===== config.mk =====
export PLATFORM = sky130hd
export DESIGN_NAME = rc_pkt_check
export DESIGN_NICKNAME = d
export VERILOG_FILES = /design/src/rtl/rc_pkt_check.sv
export SDC_FILE = /design/constraint.sdc
export NUM_CORES = 1
export LEC_CHECK = 0
export CAP_MARGIN = 20
export CELL_PAD_IN_SITES_DETAIL_PLACEMENT = 0
export CELL_PAD_IN_SITES_GLOBAL_PLACEMENT = 1
export CORE_MARGIN = 2
export CORE_UTILIZATION = 39
export CTS_CLUSTER_DIAMETER = 150
export CTS_CLUSTER_SIZE = 10
export DETAILED_ROUTE_END_ITERATION = 10
export GPL_ROUTABILITY_DRIVEN = 0
export PLACE_DENSITY = 0.8
export SLEW_MARGIN = 5
export SYNTH_ARGS = -nofsm -noshare
export SYNTH_HDL_FRONTEND = slang
export SYNTH_SLANG_ARGS = --single-unit

===== constraint.sdc =====
create_clock -name clk -period 6.1 [get_ports clk]
set_input_delay 0.61 -clock clk [delete_from_list [all_inputs] [get_ports clk]]
set_output_delay 0.61 -clock clk [all_outputs]
set_load 0.05 [all_outputs]

===== src/rtl/rc_pkt_check.sv =====
// rc_pkt_check: receive-side packet checker behind bitUnstuffer.
// Strips and checks the PID, runs serial CRC16 on DATA, checks length.
module rc_pkt_check #(
  parameter int PAYLOAD_BITS = 64
) (
  input  logic                    clk,
  input  logic                    rst,
  input  logic                    s_in,
  input  logic                    start_decode,
  input  logic                    end_decode,
  input  logic                    bitUnstuff_wait,
  input  logic                    abort,
  input  logic                    receive_data,
  input  logic                    receive_hshake,
  output logic [3:0]              pid_out,
  output logic [PAYLOAD_BITS-1:0] data_out,
  output logic                    pkt_done,
  output logic                    pkt_ok,
  output logic                    pid_error,
  output logic                    crc_error,
  output logic                    len_error
);

  localparam int BB = PAYLOAD_BITS + 16;
  localparam int CW = $clog2(BB + 2);
  localparam logic [CW-1:0] CNT_FULL = CW'(BB);
  localparam logic [CW-1:0] CNT_SAT  = CW'(BB + 1);
  localparam logic [CW-1:0] CNT_PID  = CW'(7);
  localparam logic [15:0] CRC_INIT = 16'hFFFF;
  localparam logic [15:0] CRC_POLY = 16'h8005;
  localparam logic [15:0] CRC_GOOD = 16'h800D;

  typedef enum logic [2:0] {
    S_IDLE,
    S_PID,
    S_BODY,
    S_WAIT_END,
    S_REPORT
  } state_t;

  state_t r_state;
  state_t w_next;

  logic [CW-1:0]           r_cnt;
  logic [15:0]             r_crc;
  logic [7:0]              r_pid_sr;
  logic [BB-1:0]           r_body_sr;
  logic                    r_data_mode;
  logic                    r_len_bad;
  logic [3:0]              r_pid_out;
  logic [PAYLOAD_BITS-1:0] r_data_out;
  logic                    r_pkt_ok;
  logic                    r_pid_err;
  logic                    r_crc_err;
  logic                    r_len_err;

  logic w_bit;
  logic w_valid;
  logic w_start;
  logic w_rep_ld;
  logic w_fb;
  logic w_pid_err;
  logic w_len_err;
  logic w_crc_err;

  assign w_bit   = !bitUnstuff_wait && !end_decode;
  assign w_valid = w_bit &&
                   (r_state == S_PID || r_state == S_BODY);
  assign w_start = (r_state == S_IDLE) && start_decode;
  assign w_rep_ld = (w_next == S_REPORT);
  assign w_fb    = s_in ^ r_crc[15];

  always_ff @(posedge clk or posedge rst) begin
    if (rst) r_state <= S_IDLE;
    else     r_state <= w_next;
  end

  // abort outranks every other event once a packet is open
  always_comb begin
    w_next = r_state;
    if (r_state != S_IDLE && abort) begin
      w_next = S_IDLE;
    end else begin
      unique case (r_state)
        S_IDLE: begin
          if (start_decode) w_next = S_PID;
        end
        S_PID: begin
          if (end_decode)
            w_next = S_REPORT;
          else if (w_valid && r_cnt == CNT_PID)
            w_next = r_data_mode ? S_BODY : S_WAIT_END;
        end
        S_BODY: begin
          if (end_decode) w_next = S_REPORT;
        end
        S_WAIT_END: begin
          if (end_decode) w_next = S_REPORT;
        end
        S_REPORT: w_next = S_IDLE;
        default:  w_next = S_IDLE;
      endcase
    end
  end

  always_comb begin
    pkt_done = (r_state == S_REPORT);
  end

  assign w_pid_err = (r_pid_sr[7:4] != ~r_pid_sr[3:0]);

  always_comb begin
    w_len_err = 1'b0;
    unique case (1'b1)
      r_state == S_PID:      w_len_err = 1'b1;
      r_state == S_WAIT_END: w_len_err = r_len_bad;
      r_state == S_BODY:     w_len_err = (r_cnt != CNT_FULL);
      default:               w_len_err = 1'b0;
    endcase
  end

  assign w_crc_err = (r_state == S_BODY) && !w_len_err &&
                     (r_crc != CRC_GOOD);

  always_ff @(posedge clk or posedge rst) begin
    if (rst) begin
      r_cnt       <= '0;
      r_crc       <= CRC_INIT;
      r_pid_sr    <= '0;
      r_body_sr   <= '0;
      r_data_mode <= 1'b0;
      r_len_bad   <= 1'b0;
      r_pid_out   <= '0;
      r_data_out  <= '0;
      r_pkt_ok    <= 1'b0;
      r_pid_err   <= 1'b0;
      r_crc_err   <= 1'b0;
      r_len_err   <= 1'b0;
    end else if (w_start) begin
      r_cnt       <= '0;
      r_crc       <= CRC_INIT;
      r_pid_sr    <= '0;
      r_body_sr   <= '0;
      // neither mode strobe falls back to data mode
      r_data_mode <= receive_data || !receive_hshake;
      r_len_bad   <= 1'b0;
      r_pid_out   <= '0;
      r_data_out  <= '0;
      r_pkt_ok    <= 1'b0;
      r_pid_err   <= 1'b0;
      r_crc_err   <= 1'b0;
      r_len_err   <= 1'b0;
    end else begin
      if (w_valid && r_state == S_PID) begin
        r_pid_sr <= {s_in, r_pid_sr[7:1]};
        r_cnt    <= (r_cnt == CNT_PID) ? '0 : r_cnt + 1'b1;
      end
      if (w_valid && r_state == S_BODY) begin
        r_body_sr <= {s_in, r_body_sr[BB-1:1]};
        r_crc     <= {r_crc[14:0], 1'b0} ^
                     (w_fb ? CRC_POLY : 16'h0000);
        if (r_cnt != CNT_SAT) r_cnt <= r_cnt + 1'b1;
      end
      if (r_state == S_WAIT_END && w_bit)
        r_len_bad <= 1'b1;
      if (w_rep_ld) begin
        r_pid_out <= r_pid_sr[3:0];
        r_pid_err <= w_pid_err;
        r_len_err <= w_len_err;
        r_crc_err <= w_crc_err;
        r_pkt_ok  <= !(w_pid_err || w_len_err || w_crc_err);
        if (r_state == S_BODY)
          r_data_out <= r_body_sr[PAYLOAD_BITS-1:0];
      end
    end
  end

  assign pid_out   = r_pid_out;
  assign data_out  = r_data_out;
  assign pkt_ok    = r_pkt_ok;
  assign pid_error = r_pid_err;
  assign crc_error = r_crc_err;
  assign len_error = r_len_err;

endmodule


======== After elaboration in Yosys (flattened, before gate mapping) ========
Cells that the tools add are included.
word-level totals
  bits in registers ....................... 188
  logic and storage cells ................. 90
cells by class
  add/subtract/negate cells ............... 1
  eq/ne operators ......................... 10
  mux-type cells .......................... 35
  bitwise gates (word level) .............. 3
  reductions and logical operators ........ 28
operators by type and width
  cell                                                  number
  two-way mux 64 bit                                    3
  two-way mux 80 bit                                    2
  two-way mux 16 bit                                    3
  two-way mux 7 bit                                     5
  two-way mux 8 bit                                     2
  != test 16 bit (second input constant)                1
  bitwise XOR 16 bit                                    1
  two-way mux 3 bit                                     5
  != test 7 bit (second input constant)                 2
  two-way mux 1 bit                                     11
  logical AND 1 bit                                     10
  nonzero test 2 bit                                    5
  case mux 3 bit (3 select lines)                       1
  two-way mux 4 bit                                     2
  adder 7 x 1 -> 7 bit (second input constant)          1
  equality test 7 x 3 -> 1 bit (second input constant)  1
  equality test 3 x 2 -> 1 bit (second input constant)  2
  equality test 3 bit (second input constant)           2
  zero test 1 bit                                       5
  logical OR 1 bit                                      4
  != test 4 bit                                         1
  inverter 4 bit                                        1
  equality test 3 x 1 -> 1 bit (second input constant)  1
  zero test 3 bit                                       1
  other kinds (5)                                       5

======== Logic depth before layout (Yosys ltp) ========
  depth in word-level cells ............... 11
  gate-level depth with buffers ........... 8

======== Worst setup path after synthesis ========
OpenSTA, ideal clock, no wires.
  path type ............................... input to register
  start ................................... input bitUnstuff_wait
  end ..................................... register r_pid_sr[0]
  arrival ................................. 1.885 ns
  slack ................................... 4.083 ns
  stages on the path ...................... 6
  buffers on the path ..................... 2
  path through ............................ or3_1 -> buf_6 -> nor3b_4 -> buf_6 -> mux2i_1 -> nor2_1
on the way
  cells in the longest elaborated chain, start to end .. 5
RTL lines
  what                          line  text
  start, declared               11    input logic bitUnstuff_wait,
  zero test 1 bit               66    assign w_bit = !bitUnstuff_wait && !end_decode;
  logical AND 1 bit             66
  logical AND 1 bit             67    assign w_valid = w_bit &&
  logical AND 1 bit             154   if (w_valid && r_state == S_PID) begin
  nonzero test 2 bit (no line)  --
  end signal, assigned          155   r_pid_sr <= {s_in, r_pid_sr[7:1]};
  end, declared                 46    logic [7:0] r_pid_sr;
Every way passes these cells.
A chain may end at the register's enable or synchronous reset.

======== Final worst setup path ========
  start ................................... register r_state[1]
  end ..................................... output pkt_done
on the way
  cells in the longest elaborated chain, start to end .. 1
RTL lines
  what                    line  text
  start, declared         41    state_t r_state;
  start signal, assigned  75    else r_state <= w_next;
  equality test 3 bit     107   pkt_done = (r_state == S_REPORT);
  end, declared           17    output logic pkt_done,
Every way passes these cells.

==> run summary <==
The number of antenna violations at the first check in global routing came out at 0. For this block, the initial DRC count from the detailed router was 491. Yosys instantiated no cell more often than sky130_fd_sc_hd__nand2_1. Power spread over the standard cell area amounts to 262 mW/mm2. A synthesized cell averages 9.15 um2. CTS built an H-tree with a depth of 4.

The remaining max-slew budget at the tightest pin is 0.318. The region available for standard cell placement spans 0.0195 mm2. The number of warnings printed during yosys synthesis came out at 0. The total of flip-flops plus latches after synthesis came out at 188. After routing the design area is 0.00936 mm2.

The number of buffers inserted for hold repair after clock tree synthesis came out at 0. After detailed placement, the total cell area comes to 0.00876 mm2. The setup total negative slack came out at 0 ps.

The post-CTS clock slew at the launch and capture registers of the worst setup and hold paths is 70 ps. The first-pass GRT wire length came out at 28,700 um. The clock sink total is 188.

The total of cells resized after clock tree synthesis is 0. The number of CTS-inserted buffers is 17. The vertical die dimension came out at 145 um. The cell family contributing the most delay on the critical path is buffers and inverters. The total die area is 0.0212 mm2. The dominant cell type by area after synthesis is sky130_fd_sc_hd__dfrtp_1. Summing all multi-input logic gate instances after layout gives 0.00281 mm2.

The critical path starts at r_state[1]. The number of maximum-capacitance violations came out at 0. TritonCTS built the clock tree. In the synthesized netlist, the number of instances is 853. Along the worst hold path, the cell count comes to 2.

The highest ir drop seen on vdd is 0.203 mV. Traced cell by cell, the critical path runs through nor2_1 -> and2_1 -> clkdlybuf4s50_1. The setup violation total in the final timing report came out at 0. For this design, the slowest cell found on the critical path is sky130_fd_sc_hd__clkdlybuf4s50_1. The register-to-register path setup slack is 3650 ps. The worst path arrival time is 2150 ps. The highest attainable clock frequency is 362 MHz. For the final database, setup skew stands at 9.04 ps. STA classifies the critical path endpoint as a primary output. In the final routed layout, each cell accounts on average for 14.0 um. The growth of design area from synthesis to finish came out at 19.9%. In this run the horizontal extent of the chip is 145 um. The final number of max-transition violations was 0.

Setup repair after global routing left no endpoint under its margin. The tree is rooted in a sky130_fd_sc_hd__clkbuf_16. For this design the static power due to leakage is 3.93 nW. The pin count of the biggest net entering global routing is 156.

In this run the remaining antenna-violating nets after routing total 0. The via count is 5,835. The effective utilization at floorplan is 0.400. The minimum period implied by the final worst setup slack is 2760 ps. The cell depth of the worst flop-to-flop path came out at 5. The number of antenna diodes in the final layout is 0.

The placed cell count came out at 1,146. In the synthesized netlist, the cells that appear most often are sky130_fd_sc_hd__nand2_1 (339), sky130_fd_sc_hd__dfrtp_1 (172), sky130_fd_sc_hd__a21oi_1 (147). The number of buffers on the longest clock path came out at 2. The post-CTS setup repair buffer count came out at 0. After floorplanning, the core was divided into 51 placement rows.

The number of global-route vias before repair is 5,729. Yosys attributes the largest share of cell area to sky130_fd_sc_hd__dfrtp_1 (55%), sky130_fd_sc_hd__nand2_1 (16%), sky130_fd_sc_hd__a21oi_1 (9.4%). Summing every instance area after synthesis gives 0.00781 mm2. The sum of net half-perimeters after detailed placement is 9330 um.

The synthesized net count is 865. The number of iterations in the first detailed-routing pass came out at 7. The total grt overflow is 0.

The destination of the critical timing path is pkt_done. The number of cells in the finished layout apart from fillers came out at 1,179. Dividing the final minimum period by the clock period gives 0.453.

The post-detailed-routing wire length is 16,600 um. The flow ran to the end, and the final reports show no timing, DRC or antenna violations. The final net count came out at 913. The proportion of layout cells with a drive suffix above 1 came out at 0.0711. The filler cell count came out at 1,923. The number of buffer and inverter stages on the critical path came out at 1. The launch point of the worst reg-to-reg path is r_state[2]. In the final layout, flip-flops and latches occupy 0.00472 mm2. The delay of the slowest critical-path stage is 790 ps.

The post-synthesis async set-or-reset flop share came out at 1.00. The global-route total usage across every layer came out at 0.163. In this run the worst hold path is classified as reg2reg.

Synthesis instantiated 45 different standard cells from the library. The final-report hold violation count was 0. The endpoint identified for the worst register-to-register timing path is data_out[8]. For the pin with the worst max-slew slack, the measured transition is 1020 ps. STA puts the critical path data required time at 5490 ps. The sequential-to-total area share from yosys stat is 0.605. The via-per-instance ratio is 4.95.

The count of unresolved DRC violations after routing is 0. The share of synthesized area in the top cell type comes to 0.551. The type of the setup path with the least slack is reg2out.

The number of logic stages on the critical path including buffering is 3. The number of buffers added on ports came out at 81. Yosys mapped a number of flops with a built-in enable equal to 0.

The top-level port count came out at 82. The main flop type after synthesis is sky130_fd_sc_hd__dfrtp_1. The type of origin of the critical path is a flop. The clock insertion delay at the later pin of the skew report is 430 ps.

Of all nets on the critical path, the largest fanout is 12.
## metal layers
layer | vias up | share of wire | global-route usage | wire length [um]
li1 | 2880 | - | - | -
met5 | - | 0 | 0 | 0
met2 | 103 | 0.47 | 0.262 | 7740
met1 | 2835 | 0.49 | 0.227 | 8050
met3 | 17 | 0.035 | 0.0323 | 573
met4 | 0 | 0.012 | 0.0471 | 192
## final cells by class
cell class | instances | area share
repair buffers | 88 | 0.0949
flip-flops and latches | 188 | 0.505
clock inverters | 8 | 0.00575
inverters | 6 | 0.00321
multi-input cells | 600 | 0.300
well taps | 265 | 0.0354
clock buffers | 24 | 0.0558
## stage by stage
step / setup WS [ps] / total power [mW] / hold slack, ps / utilization
after global routing: 3190 / 2.54 / 512 / 0.479
after CTS: 3070 / 2.48 / 492 / 0.478
after global placement: 2670 / 1.41 / 479 / 0.449
after floorplan: 403 / 1.37 / 468 / -
final: 3340 / 2.45 / 488 / 0.479
after detailed placement: 2620 / 1.41 / 481 / 0.449
## cells in the final DEF, fill, tap and decap left out, drive strengths merged, types with 9 or more instances in the layout
cell / netlist / layout
nor2: 11 / 11
dfrtp: 172 / 172
xnor2: 11 / 11
clkdlybuf4s50: 0 / 81
dfstp: 16 / 16
a21oi: 147 / 147
nand2: 339 / 339
o21ai: 10 / 10
nand3: 25 / 25
nor3: 9 / 9
clkbuf: 39 / 24
## report_power, final
group,leakage (nW),internal [mW],switching (mW)
clock,0.289,0.599,0.470
combinational,1.07,0.0292,0.0919
sequential,2.56,1.25,0.00945
total,3.93,1.88,0.571
## tightest hold or removal path: stages, from the launching register on
cell	delay [ps]
sky130_fd_sc_hd__dfstp_2	370
sky130_fd_sc_hd__nand2_1	50
sky130_fd_sc_hd__nand3_1	70
## logic make-up (layout without fill, tap and decap cells)
family                     Yosys count  count (layout)  share of synthesized area
xor gates and xnor gates            11              11                     0.0123
and+or+nand+nor                    409             409                      0.215
buffers and inverters               65             126                     0.0385
adders and majority gates            3               3                    0.00481
AOI/OAI and AO/OA                  172             172                      0.117
muxes                                5               5                    0.00641
DFF                                188             188                      0.605
## worst min-delay path by stage
stage | endpoint | slack [ps] | start
floorplan | r_crc[6] | 470 | r_crc[6]
global placement | r_crc[3] | 480 | r_crc[3]
detailed placement | r_crc[8] | 480 | r_crc[8]
CTS | r_crc[8] | 490 | r_crc[8]
global route | r_crc[7] | 510 | r_crc[7]
finish | r_crc[6] | 490 | r_crc[5]
## flip-flops by register name, summed over array words and instances, names as in the netlist
| signal | count |
|---|---|
| r_data_mode | 1 |
| r_body_sr | 80 |
| r_crc | 16 |
| crc_error | 1 |
| r_len_bad | 1 |
| pid_error | 1 |
| r_cnt | 7 |
| pkt_ok | 1 |
| r_pid_sr | 8 |
| data_out | 64 |
| r_state | 3 |
| len_error | 1 |
| pid_out | 4 |
Note: power is estimated with default switching activity, not from simulation.
